### src/rtl/pcs_pkg.sv
// Shared 10GBASE-R PCS definitions: sync-header encodings and block-lock states.
package pcs_pkg;

    localparam int unsigned HEADER_WIDTH = 2;
    localparam logic [HEADER_WIDTH-1:0] SH_DATA = 2'b01;
    localparam logic [HEADER_WIDTH-1:0] SH_CTRL = 2'b10;

    typedef enum logic [1:0] {
        RESET_CNT,
        TEST_SH,
        SLIP_WAIT
    } lock_state_t;

    // Only 01 and 10 are legal sync headers; 00 and 11 mean misalignment.
    function automatic logic sh_is_valid(input logic [HEADER_WIDTH-1:0] sh);
        return (sh == SH_DATA) || (sh == SH_CTRL);
    endfunction

endpackage

### src/rtl/rx_block_lock.sv
// 64b/66b receive block synchroniser (Clause 49 style lock state machine).
// Tests sync headers in windows of SH_CNT_MAX, requests bit slips on bad
// alignment and reports block lock. All outputs are registered.
// Optional build macro RX_BLOCK_LOCK_STATS_EN adds saturating slip and
// lock-loss counters as extra output ports.
module rx_block_lock
    import pcs_pkg::*;
#(
    parameter int unsigned SH_CNT_MAX     = 64,
    parameter int unsigned SH_INVALID_MAX = 16,
    parameter int unsigned SLIP_WAIT      = 32
) (
    input  logic                    i_clk,
    input  logic                    i_reset,
    input  logic [HEADER_WIDTH-1:0] i_header,
    input  logic                    i_header_valid,
    output logic                    o_slip,
    output logic                    o_block_lock
`ifdef RX_BLOCK_LOCK_STATS_EN
    ,
    output logic [15:0]             o_slip_count,
    output logic [15:0]             o_lock_loss_count
`endif
);

    localparam int unsigned CNT_W  = $clog2(SH_CNT_MAX + 1);
    localparam int unsigned WAIT_W = (SLIP_WAIT > 1) ? $clog2(SLIP_WAIT + 1) : 1;

    localparam logic [CNT_W-1:0]  CNT_LAST  = CNT_W'(SH_CNT_MAX);
    localparam logic [CNT_W-1:0]  INV_LAST  = CNT_W'(SH_INVALID_MAX);
    localparam logic [WAIT_W-1:0] WAIT_LAST = WAIT_W'(SLIP_WAIT - 1);

    // State literals are package-scoped because the SLIP_WAIT parameter
    // shadows the enumerator of the same name.
    lock_state_t       state_q, state_d;
    logic [CNT_W-1:0]  sh_cnt_q, sh_cnt_d;
    logic [CNT_W-1:0]  sh_invalid_cnt_q, sh_invalid_cnt_d;
    logic [WAIT_W-1:0] slip_wait_cnt_q, slip_wait_cnt_d;
    logic              slip_q, slip_d;
    logic              block_lock_q, block_lock_d;

    logic              hdr_ok;
    logic [CNT_W-1:0]  cnt_base;
    logic [CNT_W-1:0]  inv_base;
    logic [CNT_W-1:0]  cnt_inc;
    logic [CNT_W-1:0]  inv_inc;
    logic              window_done;
    logic              lock_lost;

    // Header classification and window arithmetic for the header on this cycle.
    always_comb begin
        hdr_ok = sh_is_valid(i_header);
        // RESET_CNT opens a fresh window, so its header counts from zero.
        if (state_q == pcs_pkg::RESET_CNT) begin
            cnt_base = '0;
            inv_base = '0;
        end else begin
            cnt_base = sh_cnt_q;
            inv_base = sh_invalid_cnt_q;
        end
        cnt_inc     = cnt_base + CNT_W'(1);
        inv_inc     = hdr_ok ? inv_base : inv_base + CNT_W'(1);
        window_done = (cnt_inc == CNT_LAST);
        lock_lost   = block_lock_q && !hdr_ok && (inv_inc == INV_LAST);
    end

    // Next-state logic for the lock state machine and its registered outputs.
    always_comb begin
        state_d          = state_q;
        sh_cnt_d         = sh_cnt_q;
        sh_invalid_cnt_d = sh_invalid_cnt_q;
        slip_wait_cnt_d  = slip_wait_cnt_q;
        slip_d           = 1'b0;
        block_lock_d     = block_lock_q;

        unique case (state_q)
            pcs_pkg::RESET_CNT, pcs_pkg::TEST_SH: begin
                if (state_q == pcs_pkg::RESET_CNT) begin
                    state_d          = pcs_pkg::TEST_SH;
                    sh_cnt_d         = '0;
                    sh_invalid_cnt_d = '0;
                end
                if (i_header_valid) begin
                    sh_cnt_d         = cnt_inc;
                    sh_invalid_cnt_d = inv_inc;
                    if ((!block_lock_q && !hdr_ok) || lock_lost) begin
                        // Misaligned: request one slip and let it settle.
                        slip_d           = 1'b1;
                        block_lock_d     = 1'b0;
                        sh_cnt_d         = '0;
                        sh_invalid_cnt_d = '0;
                        slip_wait_cnt_d  = '0;
                        state_d          = pcs_pkg::SLIP_WAIT;
                    end else if (window_done) begin
                        // A clean unlocked window acquires lock; a locked one holds it.
                        block_lock_d = 1'b1;
                        state_d      = pcs_pkg::RESET_CNT;
                    end
                end
            end
            pcs_pkg::SLIP_WAIT: begin
                // The slip pulse cycle is the first of the SLIP_WAIT ignored cycles.
                if (slip_wait_cnt_q == WAIT_LAST) begin
                    slip_wait_cnt_d = '0;
                    state_d         = pcs_pkg::RESET_CNT;
                end else begin
                    slip_wait_cnt_d = slip_wait_cnt_q + WAIT_W'(1);
                end
            end
            default: begin
                state_d = pcs_pkg::RESET_CNT;
            end
        endcase
    end

    // State and output registers with synchronous reset.
    always_ff @(posedge i_clk) begin
        if (i_reset) begin
            state_q          <= pcs_pkg::RESET_CNT;
            sh_cnt_q         <= '0;
            sh_invalid_cnt_q <= '0;
            slip_wait_cnt_q  <= '0;
            slip_q           <= 1'b0;
            block_lock_q     <= 1'b0;
        end else begin
            state_q          <= state_d;
            sh_cnt_q         <= sh_cnt_d;
            sh_invalid_cnt_q <= sh_invalid_cnt_d;
            slip_wait_cnt_q  <= slip_wait_cnt_d;
            slip_q           <= slip_d;
            block_lock_q     <= block_lock_d;
        end
    end

    assign o_slip       = slip_q;
    assign o_block_lock = block_lock_q;

`ifdef RX_BLOCK_LOCK_STATS_EN
    logic [15:0] slip_count_q, slip_count_d;
    logic [15:0] lock_loss_count_q, lock_loss_count_d;

    // Saturating event counters, updated on the same edge as the outputs change.
    always_comb begin
        slip_count_d      = slip_count_q;
        lock_loss_count_d = lock_loss_count_q;
        if (slip_d && (slip_count_q != 16'hFFFF)) begin
            slip_count_d = slip_count_q + 16'd1;
        end
        if (block_lock_q && !block_lock_d && (lock_loss_count_q != 16'hFFFF)) begin
            lock_loss_count_d = lock_loss_count_q + 16'd1;
        end
    end

    // Statistics registers with synchronous reset.
    always_ff @(posedge i_clk) begin
        if (i_reset) begin
            slip_count_q      <= '0;
            lock_loss_count_q <= '0;
        end else begin
            slip_count_q      <= slip_count_d;
            lock_loss_count_q <= lock_loss_count_d;
        end
    end

    assign o_slip_count      = slip_count_q;
    assign o_lock_loss_count = lock_loss_count_q;
`endif

endmodule

### config.mk
export PLATFORM = sky130hd
export DESIGN_NAME = rx_block_lock
export DESIGN_NICKNAME = d
export VERILOG_FILES = /design/src/rtl/pcs_pkg.sv /design/src/rtl/rx_block_lock.sv
export SDC_FILE = /design/constraint.sdc
export NUM_CORES = 1
export LEC_CHECK = 0
export CORE_UTILIZATION = 54
export CTS_BUF_LIST = sky130_fd_sc_hd__clkbuf_4 sky130_fd_sc_hd__clkbuf_8
export DETAILED_ROUTE_END_ITERATION = 7
export PLACE_DENSITY_LB_ADDON = 0.08
export SLEW_MARGIN = 20
export SYNTH_ARGS = -nofsm -noshare
export SYNTH_HDL_FRONTEND = slang
export SYNTH_SLANG_ARGS = --single-unit
### constraint.sdc
create_clock -name i_clk -period 5.05 [get_ports i_clk]
set_input_delay 1.2625 -clock i_clk [delete_from_list [all_inputs] [get_ports i_clk]]
set_output_delay 1.2625 -clock i_clk [all_outputs]
set_load 0.005 [all_outputs]
==> results of run 1 <==
## where the power goes
group          switching (uW)  internal (uW)  total, uW
combinational            37.2           14.8       52.0
clock                    57.8           44.0        102
sequential               5.35            193        198
total                     100            252        352
## stage by stage
step / total power [uW] / instances / util, %
floorplan: 243 / 193 / -
global placement: 253 / 220 / 60.6
detailed placement: 253 / 220 / 60.6
CTS: 357 / 224 / 62.0
global route: 371 / 224 / 62.0
finish: 352 / 224 / 62.0
## worst max-delay path, delay by kind of cell
kind                      cells  cell delay, ns
AOI/OAI and AO/OA             5            1.31
xor gates and xnor gates      1            0.66
buffers and inverters         1            0.50
and+or+nand+nor               1            0.11
## sequential cells by signal (all words and copies together), names as in the netlist
register          cells
slip_wait_cnt_q       6
sh_cnt_q              7
o_slip                1
sh_invalid_cnt_q      7
state_q               2
o_block_lock          1
## path summary, 6_finish.rpt
check,startpoint,to,slack [ns],depth (start not counted)
worst max-delay path,i_header[0],sh_cnt_q[4],1.44,8
worst max register to register,state_q[1],sh_cnt_q[6],1.93,10
worst min-delay path,sh_cnt_q[4],sh_cnt_q[4],0.53,2
worst min register to register,sh_cnt_q[4],sh_cnt_q[4],0.53,2
## cell type report
cell class | instances | area share (%)
tap | 30 | 2.36
clock buffer | 4 | 2.28
inverter | 5 | 1.18
timing repair buffer | 7 | 4.25
sequential | 24 | 30.2
multi-input combinational | 154 | 59.7
## routing by layer
metal / vias to the layer above / routed length [um]
li1: 714 / -
met1: 653 / 1620
met5: - / 0
met2: 31 / 1520
met3: 2 / 132
met4: 0 / 15
## cell families (layout without fill, tap and decap cells)
group           Yosys count  in the layout
xor+xnor                  4              4
compound gates           52             52
fa+ha+maj                 3              3
simple gates             95             95
buf+inv                  15             16
flops                    24             24
## cells in the final DEF (no fill, tap or decap), drive strengths merged, types with 2 or more instances in the layout
cell type and n:
clkdlybuf4s50 6, nor2 18, a32oi 2, a22oi 2
nor4b 2, clkbuf 4, a41oi 2, a31oi 2
nor2b 2, ha 3, xnor2 2, nor3b 2
nand4 3, a311oi 2, nand3 17, nand2 23
a21oi 14, or3 2, a211oi 3, or2 3
nand4b 2, dfxtp 24, o31ai 3, nor3 8
inv 5, nor4 3, o21ai 15, xor2 2
and2 6
==> run_results.csv, run 1 <==
group,metric,value,unit
run_status,status,"finished, final reports clean",
die,chipHeight,55.0,um
clock_tree,ctsHtreeMaxLevel,1,
routing,ant_nets,0,
die,die-area,3020,um^2
clock_tree,tritoncts_clock_tree,"built",
routing,routed_via_density,6.25,
sta,slew_at_the_pin_closest_to_its_max_slew_limit,0.809,ns
die,initial_core_util,59.0,%
routing,first_drt_pass_iteration_count,4,
logic_synthesis,synth_top_family_by_area,"simple AND/OR/NAND/NOR gates",
placed_design,hpwl,2.33,mm
global_routing,use_met3,2.46,%
logic_synthesis,post_synth_xor_area_fraction,2.31,%
sta,setup_ws,1.44,ns
logic_synthesis,post-synth-top-count-cell,"sky130_fd_sc_hd__dfxtp_1",
placed_design,portBuffers,6,
routing,dr.first_iter.drc_count,48,
worst_setup_path,worst_ep_required_time,5.29,ns
logic_synthesis,synth_nets,201,
worst_setup_path,critical_path.endpoint_type,"register",
worst_setup_path,worst-setup-path-type,"in -> reg",
min_path,type_of_the_worst_min_delay_path,"reg -> reg",
clock_tree,clk_transition_reported_paths,0.13,ns
logic_synthesis,synth-main-ff-cell,"sky130_fd_sc_hd__dfxtp_1",
placed_design,place_congestion,0.882,
global_routing,grt_residual_overflow,0,
logic_synthesis,ys.warnings.count,0,
logic_synthesis,area_share_of_and_or_nand_nor_cells_after_synthesis,34.2,%
die,chipWidth,55.0,um
logic_synthesis,synth_seq_cells,24,
logic_synthesis,synthDistinctLibCells,52,
sta,report.final.setup_viol,0,
clock_tree,postCtsSetupRepairBufs,0,
worst_setup_path,critical_path.slowest_cell,"sky130_fd_sc_hd__xor2_1",
clock_tree,clock_sink_count,24,
global_routing,grtUsageTotal,23.7,%
clock_tree,clkLatencyLatePin,0.31,ns
sta,timing.final.crit_period,3.61,ns
routing,route.detailed.wl_per_inst,14.7,um
clock_tree,post_cts_resized,0,
worst_setup_path,critical_path_fanouts_max,13,
sta,totalNegativeSetupSlack,0,ns
worst_setup_path,cp_slowest_stage_delay,0.66,ns
clock_tree,number_of_buffers_created_by_cts,3,
clock_tree,cts-root-buf,"sky130_fd_sc_hd__clkbuf_4",
sta,post-route-period-util,71.5,%
final_layout,fillers,232,
sta,finalHoldWorstSlack,0.527,ns
logic_synthesis,synth_top_area_cell,"sky130_fd_sc_hd__dfxtp_1",
logic_synthesis,postSynthAreaPerCell,7.84,um^2
logic_synthesis,post_synth_main_area_contributors,"sky130_fd_sc_hd__dfxtp_1, sky130_fd_sc_hd__nand2_1, sky130_fd_sc_hd__nand3_1, sky130_fd_sc_hd__a21oi_1, sky130_fd_sc_hd__o21ai_0",
power,peakVddDrop,0.000162,V
routing,vias,1400,
clock_tree,cts_buffer_depth,2,
global_routing,grt_busiest_layer,"met2",
logic_synthesis,async_flop_share,0,%
power,power.static_leakage,0.000494,uW
final_layout,synthToLayoutAreaGrowth,5.12,%
global_routing,grt_max_degree,27,
routing,routed_wl,3.29,mm
logic_synthesis,seq_area_frac_synth,31.7,%
worst_setup_path,cp_cell_instances,"clkdlybuf4s50_1 > xor2_1 > o21ai_0 > a22oi_1 > nor3b_2 > o21ai_2 > o21ai_0 > a211oi_1",
sta,clock_skew,0.00273,ns
global_routing,grt_antenna_before_repair,0,
sta,worst_slew_margin_rel,45.9,%
sta,achievable-frequency,277,MHz
die,std_cell_rows,18,
logic_synthesis,synth_common_cells,"sky130_fd_sc_hd__dfxtp_1, sky130_fd_sc_hd__nand2_1, sky130_fd_sc_hd__nand3_1",
sta,final-hold-violation-count,0,
final_layout,num-nets-final,203,
final_layout,final-seq-area,480,um^2
global_routing,use_met2,38.2,%
logic_synthesis,synth_edf_count,0,
worst_setup_path,cpMostUsedCell,"sky130_fd_sc_hd__o21ai_0",
final_layout,multiInputGateArea,951,um^2
logic_synthesis,synth_compound_gate_area_share,23.8,%
flow_run,cap_violations,0,
worst_setup_path,critical_path.startpoint_type,"input port",
sta,grt_setup_unrepaired,"no",
die,floorplan.io_pins,7,
global_routing,global_route.usage.met1,33.6,%
logic_synthesis,synth_adder_area_share,2.48,%
global_routing,global_route_wire_length_before_repair,5.14,mm
global_routing,grt_pass1_vias,1122,
die,core,2570,um^2
placed_design,placed_cell_area,1560,um^2
placed_design,pre_cts_ws,1.13,ns
logic_synthesis,synth_area,1510,um^2
clock_tree,cts-hold-fix-buffers,0,
worst_setup_path,arrival_time_at_the_worst_endpoint,3.85,ns
final_layout,finish.instance_area,1590,um^2
final_layout,insertedDiodeCount,0,
logic_synthesis,synth_cells,193,
sta,final-max-slew-violation-count,0,
logic_synthesis,synth_top_area_share,31.7,%
logic_synthesis,yosys-mux-area-fraction,0,%
routing,post-route-drc-count,0,
power,power.density,221,nW/um^2
final_layout,proportion_of_layout_cells_with_a_drive_suffix_above_1,9.28,%
Note: power is estimated with default switching activity, not from simulation.
==> run 2, diff against run 1 <==
==> constraint.sdc (replaced) <==
create_clock -name i_clk -period 2.94 [get_ports i_clk]
set_input_delay 0.735 -clock i_clk [delete_from_list [all_inputs] [get_ports i_clk]]
set_output_delay 0.735 -clock i_clk [all_outputs]
set_load 0.005 [all_outputs]
==> run 2 against run 1 <==
Compared with the run above:
- non-clock buffer count increased by 15
- largest power group unchanged
- clock-buffer cell count down 1
- total power rose by 99%
- first-iteration DRC count shrank 25%
- combinational power rose by 120%
- sequential power rose by 69%
- global-route usage up 2.8 points
- die area unchanged
- worst setup slack got worse by 1.2 ns
- register-to-register slack got worse by 1.5 ns
==> run_results.csv, run 2 (synthesized netlist as in run 1, its figures left out) <==
group,metric,value,unit
run_status,status,"finished, final reports clean",
clock_tree,clkLatencyLatePin,0.34,ns
clock_tree,clk_transition_reported_paths,0.15,ns
placed_design,portBuffers,6,
power,peakVddDrop,0.000312,V
die,initial_core_util,59.0,%
clock_tree,number_of_buffers_created_by_cts,3,
placed_design,placed_cell_area,1670,um^2
routing,dr.first_iter.drc_count,36,
routing,route.detailed.wl_per_inst,14.7,um
routing,routed_via_density,6.16,
clock_tree,cts-root-buf,"sky130_fd_sc_hd__clkbuf_4",
die,std_cell_rows,18,
worst_setup_path,cpMostUsedCell,"sky130_fd_sc_hd__buf_4",
sta,worst_slew_margin_rel,65.0,%
routing,first_drt_pass_iteration_count,4,
final_layout,fillers,226,
worst_setup_path,cp_cell_instances,"clkdlybuf4s50_1 > xor2_1 > buf_4 > or3_1 > a21oi_1 > nor3b_2 > buf_4 > a21oi_4 > nor2_4 > o21ai_0",
power,power.static_leakage,0.000575,uW
die,die-area,3020,um^2
die,core,2570,um^2
global_routing,global_route_wire_length_before_repair,5.66,mm
sta,final-hold-violation-count,0,
worst_setup_path,critical_path.endpoint_type,"register",
worst_setup_path,crit_buf_inv,3,
die,chipWidth,55.0,um
die,chipHeight,55.0,um
sta,final-max-slew-violation-count,0,
final_layout,mostFrequentLayoutCells,"sky130_fd_sc_hd__dfxtp_1, sky130_fd_sc_hd__nand2_1, sky130_fd_sc_hd__nand3_1",
worst_setup_path,worst-setup-path-type,"in -> reg",
worst_setup_path,critical_path.slowest_cell,"sky130_fd_sc_hd__clkdlybuf4s50_1",
clock_tree,cts_buffer_depth,2,
power,power.total,701,uW
sta,clock_skew,0.0104,ns
global_routing,grt_residual_overflow,0,
final_layout,synthToLayoutAreaGrowth,13.6,%
routing,vias,1473,
sta,slew_at_the_pin_closest_to_its_max_slew_limit,0.525,ns
routing,routed_wl,3.51,mm
sta,grt_setup_unrepaired,"no",
power,power.density,407,nW/um^2
die,floorplan.io_pins,7,
flow_run,cap_violations,0,
worst_setup_path,critical_path.startpoint_type,"input port",
routing,ant_nets,0,
sta,report.final.setup_viol,0,
routing,post-route-drc-count,0,
final_layout,proportion_of_layout_cells_with_a_drive_suffix_above_1,15.8,%
clock_tree,cts-hold-fix-buffers,0,
min_path,type_of_the_worst_min_delay_path,"reg -> reg",
worst_setup_path,critical_path_fanouts_max,7,
clock_tree,clock_sink_count,24,
sta,achievable-frequency,376,MHz
global_routing,grt_max_degree,15,
worst_setup_path,worst_ep_required_time,3.18,ns
sta,timing.final.crit_period,2.66,ns
final_layout,insertedDiodeCount,0,
global_routing,grtUsageTotal,26.5,%
sta,post-route-period-util,90.5,%
final_layout,top_regs,"sh_cnt_q (7), sh_invalid_cnt_q (7), slip_wait_cnt_q (6)",
global_routing,grt_pass1_vias,1306,
clock_tree,post_cts_resized,0,
worst_setup_path,arrival_time_at_the_worst_endpoint,2.90,ns
final_layout,finish.instance_area,1720,um^2
clock_tree,ctsHtreeMaxLevel,1,
worst_setup_path,cp_slowest_stage_delay,0.45,ns
placed_design,place_congestion,0.787,
clock_tree,postCtsSetupRepairBufs,0,
final_layout,layout.cells.most_common,"sky130_fd_sc_hd__dfxtp_1",
global_routing,grt_antenna_before_repair,0,
final_layout,layout.core_utilization,67.0,%
final_layout,num-nets-final,218,
clock_tree,tritoncts_clock_tree,"built",
worst_setup_path,crit_path_max_delay_family,"simple AND/OR/NAND/NOR gates",
placed_design,hpwl,2.64,mm
[run 2: cell count changes in the layout (fill, tap and decap cells not counted), sizes merged]
cell | previous run | this run
buf | 1 | 16
bufinv | 0 | 1
clkbuf | 4 | 3
[run 2: layout make-up]
type                            count  area (um^2)  share of cell area [%]
Tap cell                           30         37.5                    2.18
Timing Repair Buffer               22          180                    10.5
Sequential cell                    24          480                    27.9
Clock inverter                      1         30.0                    1.75
Multi-Input combinational cell    154          951                    55.3
Inverter                            5         18.8                    1.09
Clock buffer                        3         22.5                    1.31
[run 2: per-layer routing]
layer | track usage [%] | part of all wire (%) | vias up
li1 | - | - | 740
met1 | 35.2 | 48 | 699
met2 | 43.6 | 48 | 29
met3 | 3.28 | 3.1 | 5
met4 | 10.0 | 1.4 | 0
met5 | 0 | 0 | -
[run 2: worst paths after layout]
check	slack (ns)	endpoint	cells past startpoint	from
min reg2reg	0.52	sh_cnt_q[4]	2	sh_cnt_q[4]
min	0.52	sh_cnt_q[4]	2	sh_cnt_q[4]
max	0.28	slip_wait_cnt_q[3]	10	i_header[1]
max reg2reg	0.47	sh_cnt_q[3]	10	state_q[0]
[run 2: report_power, final]
group	switching [uW]	leakage, uW	internal [uW]
registers	3.99	0.000194	331
logic	72.9	0.000353	40.7
clock network	114	0.0000279	138
total	190	0.000575	510
[run 2: stage by stage]
| stage | hold slack [ns] | setup slack (ns) | TNS, ns | std cells |
|---|---|---|---|---|
| final | 0.520 | 0.280 | 0 | 239 |
| after global routing | 0.563 | 0.148 | 0 | 239 |
| after CTS | 0.524 | 0.290 | 0 | 239 |
| after detailed placement | 0.502 | -0.0601 | -0.328 | 235 |
| after global placement | 0.492 | -0.00901 | -0.0136 | 235 |
| after floorplan | 0.470 | 0.211 | 0 | 193 |
[run 2: tightest hold or removal path, stage by stage, from the launching register on]
cell and delay, ns:
sky130_fd_sc_hd__dfxtp_1 0.37, sky130_fd_sc_hd__nand2_1 0.07, sky130_fd_sc_hd__a211oi_1 0.05
